## src/rtl/alu_control_seq.sv

```systemverilog
// ALU control decoder with a registered valid/ready handshake and multi-cycle MUL sequencing.
// Defining ALUCTL_STATS_EN adds saturating stat_ops / stat_illegal counters.
module alu_control_seq #(
    parameter int OP_W      = 3,
    parameter int FUNC_W    = 3,
    parameter int MC_CYCLES = 8,
    parameter int CNT_W     = 4
) (
    input  logic              clk,
    input  logic              rst_n,
    input  logic              in_valid,
    output logic              in_ready,
    input  logic [OP_W-1:0]   ALUOp,
    input  logic [FUNC_W-1:0] func,
    input  logic              flush,
    output logic              ctr_valid,
    output logic [2:0]        ALUctr,
    output logic              illegal,
    output logic              mc_busy,
    output logic              mc_done,
`ifdef ALUCTL_STATS_EN
    output logic [15:0]       stat_ops,
    output logic [7:0]        stat_illegal,
`endif
    output logic [1:0]        o_dbg_state
);

    // Handshake: a request is accepted at a rising edge when in_valid && in_ready;
    // its decoded ALUctr/illegal appear after that same edge with ctr_valid high.
    typedef enum logic [1:0] {
        S_IDLE   = 2'd0,
        S_SINGLE = 2'd1,
        S_MULTI  = 2'd2
    } state_t;

    localparam logic [2:0] C_AND = 3'b000;
    localparam logic [2:0] C_OR  = 3'b001;
    localparam logic [2:0] C_ADD = 3'b010;
    localparam logic [2:0] C_XOR = 3'b011;
    localparam logic [2:0] C_NOR = 3'b100;
    localparam logic [2:0] C_SLT = 3'b101;
    localparam logic [2:0] C_SUB = 3'b110;
    localparam logic [2:0] C_MUL = 3'b111;

    state_t           r_state, w_state_nxt;
    logic [2:0]       r_ctr, w_ctr_nxt;
    logic             r_illegal, w_illegal_nxt;
    logic             r_done, w_done_nxt;
    logic [CNT_W-1:0] r_cnt, w_cnt_nxt;

    logic [2:0]       w_code;
    logic             w_dec_ill;
    logic             w_dec_mul;
    logic             w_accept;

    // Combinational decode of the presented request.
    always_comb begin
        w_code    = C_ADD;
        w_dec_ill = 1'b0;
        w_dec_mul = 1'b0;
        if ((ALUOp >> 3) != '0) begin
            w_dec_ill = 1'b1;
        end else if (ALUOp[2:0] == 3'd0) begin
            if ((func >> 3) != '0) begin
                w_dec_ill = 1'b1;
            end else begin
                case (func[2:0])
                    3'd0:    w_code = C_ADD;
                    3'd1:    w_code = C_SUB;
                    3'd2:    w_code = C_AND;
                    3'd3:    w_code = C_OR;
                    3'd4:    w_code = C_SLT;
                    3'd5:    begin w_code = C_MUL; w_dec_mul = 1'b1; end
                    3'd6:    w_code = C_XOR;
                    default: w_dec_ill = 1'b1;
                endcase
            end
        end else begin
            case (ALUOp[2:0])
                3'd1:    w_code = C_ADD;
                3'd2:    w_code = C_SUB;
                3'd3:    w_code = C_AND;
                3'd4:    w_code = C_OR;
                3'd5:    w_code = C_SLT;
                3'd6:    w_code = C_NOR;
                default: w_dec_ill = 1'b1;
            endcase
        end
    end

    assign in_ready = rst_n && (r_state != S_MULTI) && !flush;
    assign w_accept = in_valid && in_ready;

    always_comb begin
        w_state_nxt   = r_state;
        w_ctr_nxt     = r_ctr;
        w_illegal_nxt = r_illegal;
        w_cnt_nxt     = r_cnt;
        w_done_nxt    = 1'b0;
        if (flush) begin
            w_state_nxt   = S_IDLE;
            w_illegal_nxt = 1'b0;
            w_cnt_nxt     = '0;
        end else begin
            case (r_state)
                S_IDLE, S_SINGLE: begin
                    if (w_accept && w_dec_mul) begin
                        w_state_nxt   = S_MULTI;
                        w_ctr_nxt     = C_MUL;
                        w_illegal_nxt = 1'b0;
                        w_cnt_nxt     = CNT_W'(MC_CYCLES - 1);
                    end else if (w_accept) begin
                        w_state_nxt   = S_SINGLE;
                        w_ctr_nxt     = w_code;
                        w_illegal_nxt = w_dec_ill;
                    end else begin
                        w_state_nxt   = S_IDLE;
                        w_illegal_nxt = 1'b0;
                    end
                end
                S_MULTI: begin
                    if (r_cnt == '0) begin
                        w_state_nxt = S_IDLE;
                    end else begin
                        w_cnt_nxt  = r_cnt - CNT_W'(1);
                        // mc_done is registered, so raise it one edge before the counter reaches 0
                        w_done_nxt = (r_cnt == CNT_W'(1));
                    end
                end
                default: begin
                    w_state_nxt   = S_IDLE;
                    w_illegal_nxt = 1'b0;
                    w_cnt_nxt     = '0;
                end
            endcase
        end
    end

    always_ff @(posedge clk or negedge rst_n) begin
        if (!rst_n) begin
            r_state   <= S_IDLE;
            r_ctr     <= 3'b000;
            r_illegal <= 1'b0;
            r_done    <= 1'b0;
            r_cnt     <= '0;
        end else begin
            r_state   <= w_state_nxt;
            r_ctr     <= w_ctr_nxt;
            r_illegal <= w_illegal_nxt;
            r_done    <= w_done_nxt;
            r_cnt     <= w_cnt_nxt;
        end
    end

    assign ctr_valid   = (r_state != S_IDLE);
    assign ALUctr      = r_ctr;
    assign illegal     = r_illegal;
    assign mc_busy     = (r_state == S_MULTI);
    assign mc_done     = r_done;
    assign o_dbg_state = r_state;

`ifdef ALUCTL_STATS_EN
    logic [15:0] r_stat_ops;
    logic [7:0]  r_stat_ill;

    // Counters survive flush; only reset clears them.
    always_ff @(posedge clk or negedge rst_n) begin
        if (!rst_n) begin
            r_stat_ops <= '0;
            r_stat_ill <= '0;
        end else if (w_accept) begin
            if (r_stat_ops != '1) r_stat_ops <= r_stat_ops + 16'd1;
            if (w_dec_ill && (r_stat_ill != '1)) r_stat_ill <= r_stat_ill + 8'd1;
        end
    end

    assign stat_ops     = r_stat_ops;
    assign stat_illegal = r_stat_ill;
`endif

endmodule
```

## config.mk

```make
export PLATFORM = sky130hd
export DESIGN_NAME = alu_control_seq
export DESIGN_NICKNAME = d
export VERILOG_FILES = /design/src/rtl/alu_control_seq.sv
export SDC_FILE = /design/constraint.sdc
export NUM_CORES = 1
export LEC_CHECK = 0
export CELL_PAD_IN_SITES_DETAIL_PLACEMENT = 2
export CELL_PAD_IN_SITES_GLOBAL_PLACEMENT = 2
export CORE_MARGIN = 1
export CORE_UTILIZATION = 30
export DETAILED_ROUTE_END_ITERATION = 8
export PLACE_DENSITY = 0.88
export SYNTH_ARGS = -nofsm -noshare
export SYNTH_HDL_FRONTEND = slang
export SYNTH_SLANG_ARGS = --single-unit
```

## constraint.sdc

```tcl
create_clock -name clk -period 3.7 [get_ports clk]
set_input_delay 0.74 -clock clk [delete_from_list [all_inputs] [get_ports clk]]
set_output_delay 0.74 -clock clk [all_outputs]
set_load 0.01 [all_outputs]
```

After elaboration in Yosys (flattened, before gate mapping)
Index checks and enable logic that the tools add are counted.

Register bits after elaboration: 11. Bits in latches: 0. RAM bits: 0. Bits in read-only memories: 0. Bits of input ports: 10. Output and inout bits: 10. Logic and storage cells: 69. Memories: 0.

Add/sub/neg operators: 1. Multiply operators: 0. Divide/modulo/power cells: 0. Order comparisons: 0. Equal/unequal tests: 20. Shift operators: 0. Multiplexer cells: 26. Bitwise operators: 1. Reductions and logical operators: 16.

Operator list (count): $eq 3x3->1 const B (6); $pmux 3 s6 (1); $pmux 3 s5 (1); $eq 3x2->1 const B (4); $mux 1 (12); $mux 4 (3); $mux 3 (3); $pmux 4 s2 (1); $reduce_or 7->1 (1); $eq 3x1->1 const B (2); $logic_not 3->1 (2); $mux 2 (3); $ne 3x3->1 const B (2); $reduce_or 6->1 (1); $eq 4x1->1 const B (1); $logic_and 1x1->1 (4); $logic_not 4->1 (1); $ne 2x2->1 const B (2); $pmux 2 s2 (1); $reduce_bool 2->1 (2); $sub 4x1->4 const B (1); $ne 3x2->1 const B (1); $reduce_and 3->1 (1); $eq 2x1->1 const B (1); 7 further kinds (7).

Depth between registers and ports, before layout
Word-level depth: 8. Depth in mapped cells: 6. Gate-level depth less buffers: 5.

Worst setup path before layout
No wires, ideal clock.

Path type: input -> output. Start point: in flush. End point: out in_ready. Data arrival time: 1.256 ns. Data required time: 2.960 ns. Setup slack: 1.704 ns. Cell stages on the path: 2. Path buffers: 1. Cell sequence: clkbuf_1 > nor3b_1.

Word-level cells in the longest chain between the ends: 2.

Ends and longest elaborated chain: start, declared (RTL line 15) `input logic flush,`; $logic_not 1->1 (RTL line 91) `assign in_ready = rst_n && (r_state != S_MULTI) && !flush;`; $logic_and 1x1->1 (RTL line 91); end, declared (RTL line 12) `output logic in_ready,`.

No other way between the ends.

Worst setup path after layout
Same ends and word-level chain as after synthesis.

==> impl_metrics.yaml <==
run_status:
  run_status: "finished, final reports clean"
pwr:
  pwr_density_cell_nw_per_um2: 305
  ir_drop_uv: 252
  power_mw: 0.306
  leakage_nw: 0.413
floorplan:
  initial_core_util: 0.327
  dieArea_sq_um: 2680
  pin_count: 20
  fp.dieH_um: 51.8
  die_w_um: 51.8
  core_sq_um: 2280
  placementRows: 17
detailed_routing:
  wl_um: 2070
  final_antenna_net_count: 0
  num_vias: 692
  post_drt_wl_per_cell_um: 16.0
  vias_per_cell: 5.36
  firstDrtPassIters: 4
  route.detailed.drc: 0
  drt-initial-drc-count: 8
cells_and_area:
  finalNonFillerCells: 129
  layout-drive-gt1-share: 0.129
  layout-area-overhead-vs-synth_pct: 34.8
  antenna_cells: 0
  nets: 115
critical_path:
  crit_required_ns: 2.96
  start_kind: "input port"
  max_stage_delay_ns: 0.58
  cp_cell_sequence: "clkdlybuf4s50_1, buf_4, nor3b_1, clkdlybuf4s50_1"
  cpMaxStageDelayCell: "clkdlybuf4s50_1"
  cpMostUsedCell: "clkdlybuf4s50_1"
  crit_fanout: 13
  cp.arrival_ns: 2.13
  end_kind: "output port"
  ff2ff_setup_slack_ns: 1.94
  criticalPathCategory: "in2out"
global_route:
  grt_max_degree: 14
  grt_use_met1: 0.233
  gr-usage-met3: 0.0643
  grt_overflow_total: 0
  first_global_vias: 728
  use_met2: 0.286
  grt_use_total: 0.180
  grt_first_pass_wirelength_um: 3480
  grt_busiest_layer: "met2"
  antenna_found_initial: 0
clocking:
  cts_resized: 0
  ctsHoldBuffers: 0
  clk_transition_reported_paths_ns: 0.07
  cts.sinks: 11
  numCtsBuffers: 3
  cts_tree: "built"
  ctsRootBufferMaster: "clkbuf_4"
  clk_latency_ns: 0.27
  cts_setup_buffers: 0
  clock_path_buffers: 2
  h-tree-depth: 1
placed_design:
  hpwl_um: 1590
  port_buffers: 19
  place_congestion: 0.754
  dp_cells: 125
synthesis:
  synth.avg_cell_area_sq_um: 9.53
  seq_area_frac_synth: 0.370
  synthesis.nets: 91
  yosysUniqueCellTypes: 37
  yosysWarningCount: 0
  synth_top_area_cell: "dfrtp_1"
  post-synth-top-area-fraction: 0.370
  synthesis.area_sq_um: 743
  synth_area_leaders: "dfrtp_1 (37%), ha_1 (5.1%), nand2_1 (5.1%), a21oi_1 (4.0%), a41oi_4 (3.7%)"
  synthCells: 78
  synth-seq-cells: 11
sta:
  final.setup.tns_ns: 0
  fin_crit_sh: 0.775
  skew_ns: 0.00256
  hold_viol_final: 0
  max-slew-margin-rel: 0.686
  max_freq_mhz: 349
  rsz0062_at_grt: "no"
  worst_pin_slew_ns: 0.471
  finalSetupViolCount: 0
  slew_viol_final: 0
  min_period_ns: 2.87
  hold_slack_ns: 0.486
min_path:
  hold_path_class: "reg2reg"
job:
  maxCapViolCount: 0
[cell families after synthesis]
kind of cell | count (synthesis) | synth area share
AND/OR/NAND/NOR | 35 | 0.290
adder cells (fa/ha/maj) | 3 | 0.0505
buffers and inverters | 5 | 0.0253
flip-flops | 11 | 0.370
multiplexers | 1 | 0.0135
AO/OA/AOI/OAI | 21 | 0.227
XOR/XNOR | 2 | 0.0236
[path summary, 6_finish.rpt]
kind                              to  depth (start not counted)  startpoint
setup / recovery            in_ready                          4       flush
setup reg to reg            r_cnt[2]                          5    r_cnt[0]
hold / removal             ALUctr[0]                          2   ALUctr[0]
max in group asynchronous  ALUctr[0]                          2       rst_n
hold reg to reg            ALUctr[0]                          2   ALUctr[0]
min in group asynchronous   r_cnt[0]                          2       rst_n
[layout make-up]
| cell class | instances | area, sq um |
|---|---|---|
| clock buffer | 4 | 26.3 |
| tap | 28 | 35.0 |
| timing repair buffer | 21 | 205 |
| multi-input combinational | 62 | 449 |
| sequential | 11 | 275 |
| inverter | 3 | 11.3 |
| fill | 246 | 1270 |
[worst max-delay path, delay by kind of cell]
family        cells  cell delay [ns]
buf+inv           3             1.17
simple gates      1             0.22
[synth_stat cells]
cell and count:
dfrtp_1 11, nand2_1 10, a21oi_1 6, nor2_1 4, ha_1 3, inv_1 3, o21a_1 3, or2_2 3
and3b_1 2, clkbuf_1 2, nor2b_1 2, o21ai_0 2, o31ai_1 2, o41ai_1 2, a211o_2 1, a32o_1 1
a32oi_1 1, a41oi_4 1, and2_1 1, and2_2 1, and4b_1 1, mux2i_1 1, nand2b_1 1, nand3_1 1
nand3b_1 1, nand4_1 1, nor3b_1 1, nor3b_4 1, nor4_1 1, nor4b_1 1, o221ai_1 1, o311ai_0 1
or3_1 1, or4_1 1, or4b_2 1, xnor2_1 1, xor2_1 1
[cell usage in the layout, fill, tap and decap left out, types with 2 or more instances in the layout]
cell,count
clkdlybuf4s50_1,19
dfrtp_1,11
nand2_1,10
a21oi_1,6
nor2_1,4
inv_1,3
or2_2,3
o21a_1,3
ha_1,3
clkbuf_4,3
nor2b_1,2
o21ai_0,2
o41ai_1,2
and3b_1,2
o31ai_1,2
buf_4,2
[registers in the layout, summed over array words and instances, names as in the netlist]
name / count
o_dbg_state: 2
r_cnt: 4
ALUctr: 3
illegal: 1
mc_done: 1
[where the power goes]
| part | leakage [nW] | internal (mW) | total (mW) | switching (mW) |
|---|---|---|---|---|
| Combinational | 0.256 | 0.0432 | 0.0826 | 0.0394 |
| Sequential | 0.142 | 0.131 | 0.141 | 0.0100 |
| Clock | 0.0150 | 0.0418 | 0.0822 | 0.0404 |
| Total | 0.413 | 0.216 | 0.306 | 0.0899 |
[layer usage]
metal	share of wire	wire length, um	vias up
met3	0.043	88	2
met5	0	0	-
li1	-	-	337
met4	0.0039	8	0
met1	0.50	1030	339
met2	0.46	942	14
[metrics by stage]
stage	setup slack (ns)	instance area, sq um	utilization
2_1_floorplan	1.70	743	-
3_3_place_gp	0.905	976	0.429
3_5_place_dp	0.822	976	0.429
4_1_cts	0.812	1000	0.440
5_1_grt	0.768	1000	0.440
6_report	0.832	1000	0.440
Note: power is estimated with default switching activity, not from simulation.
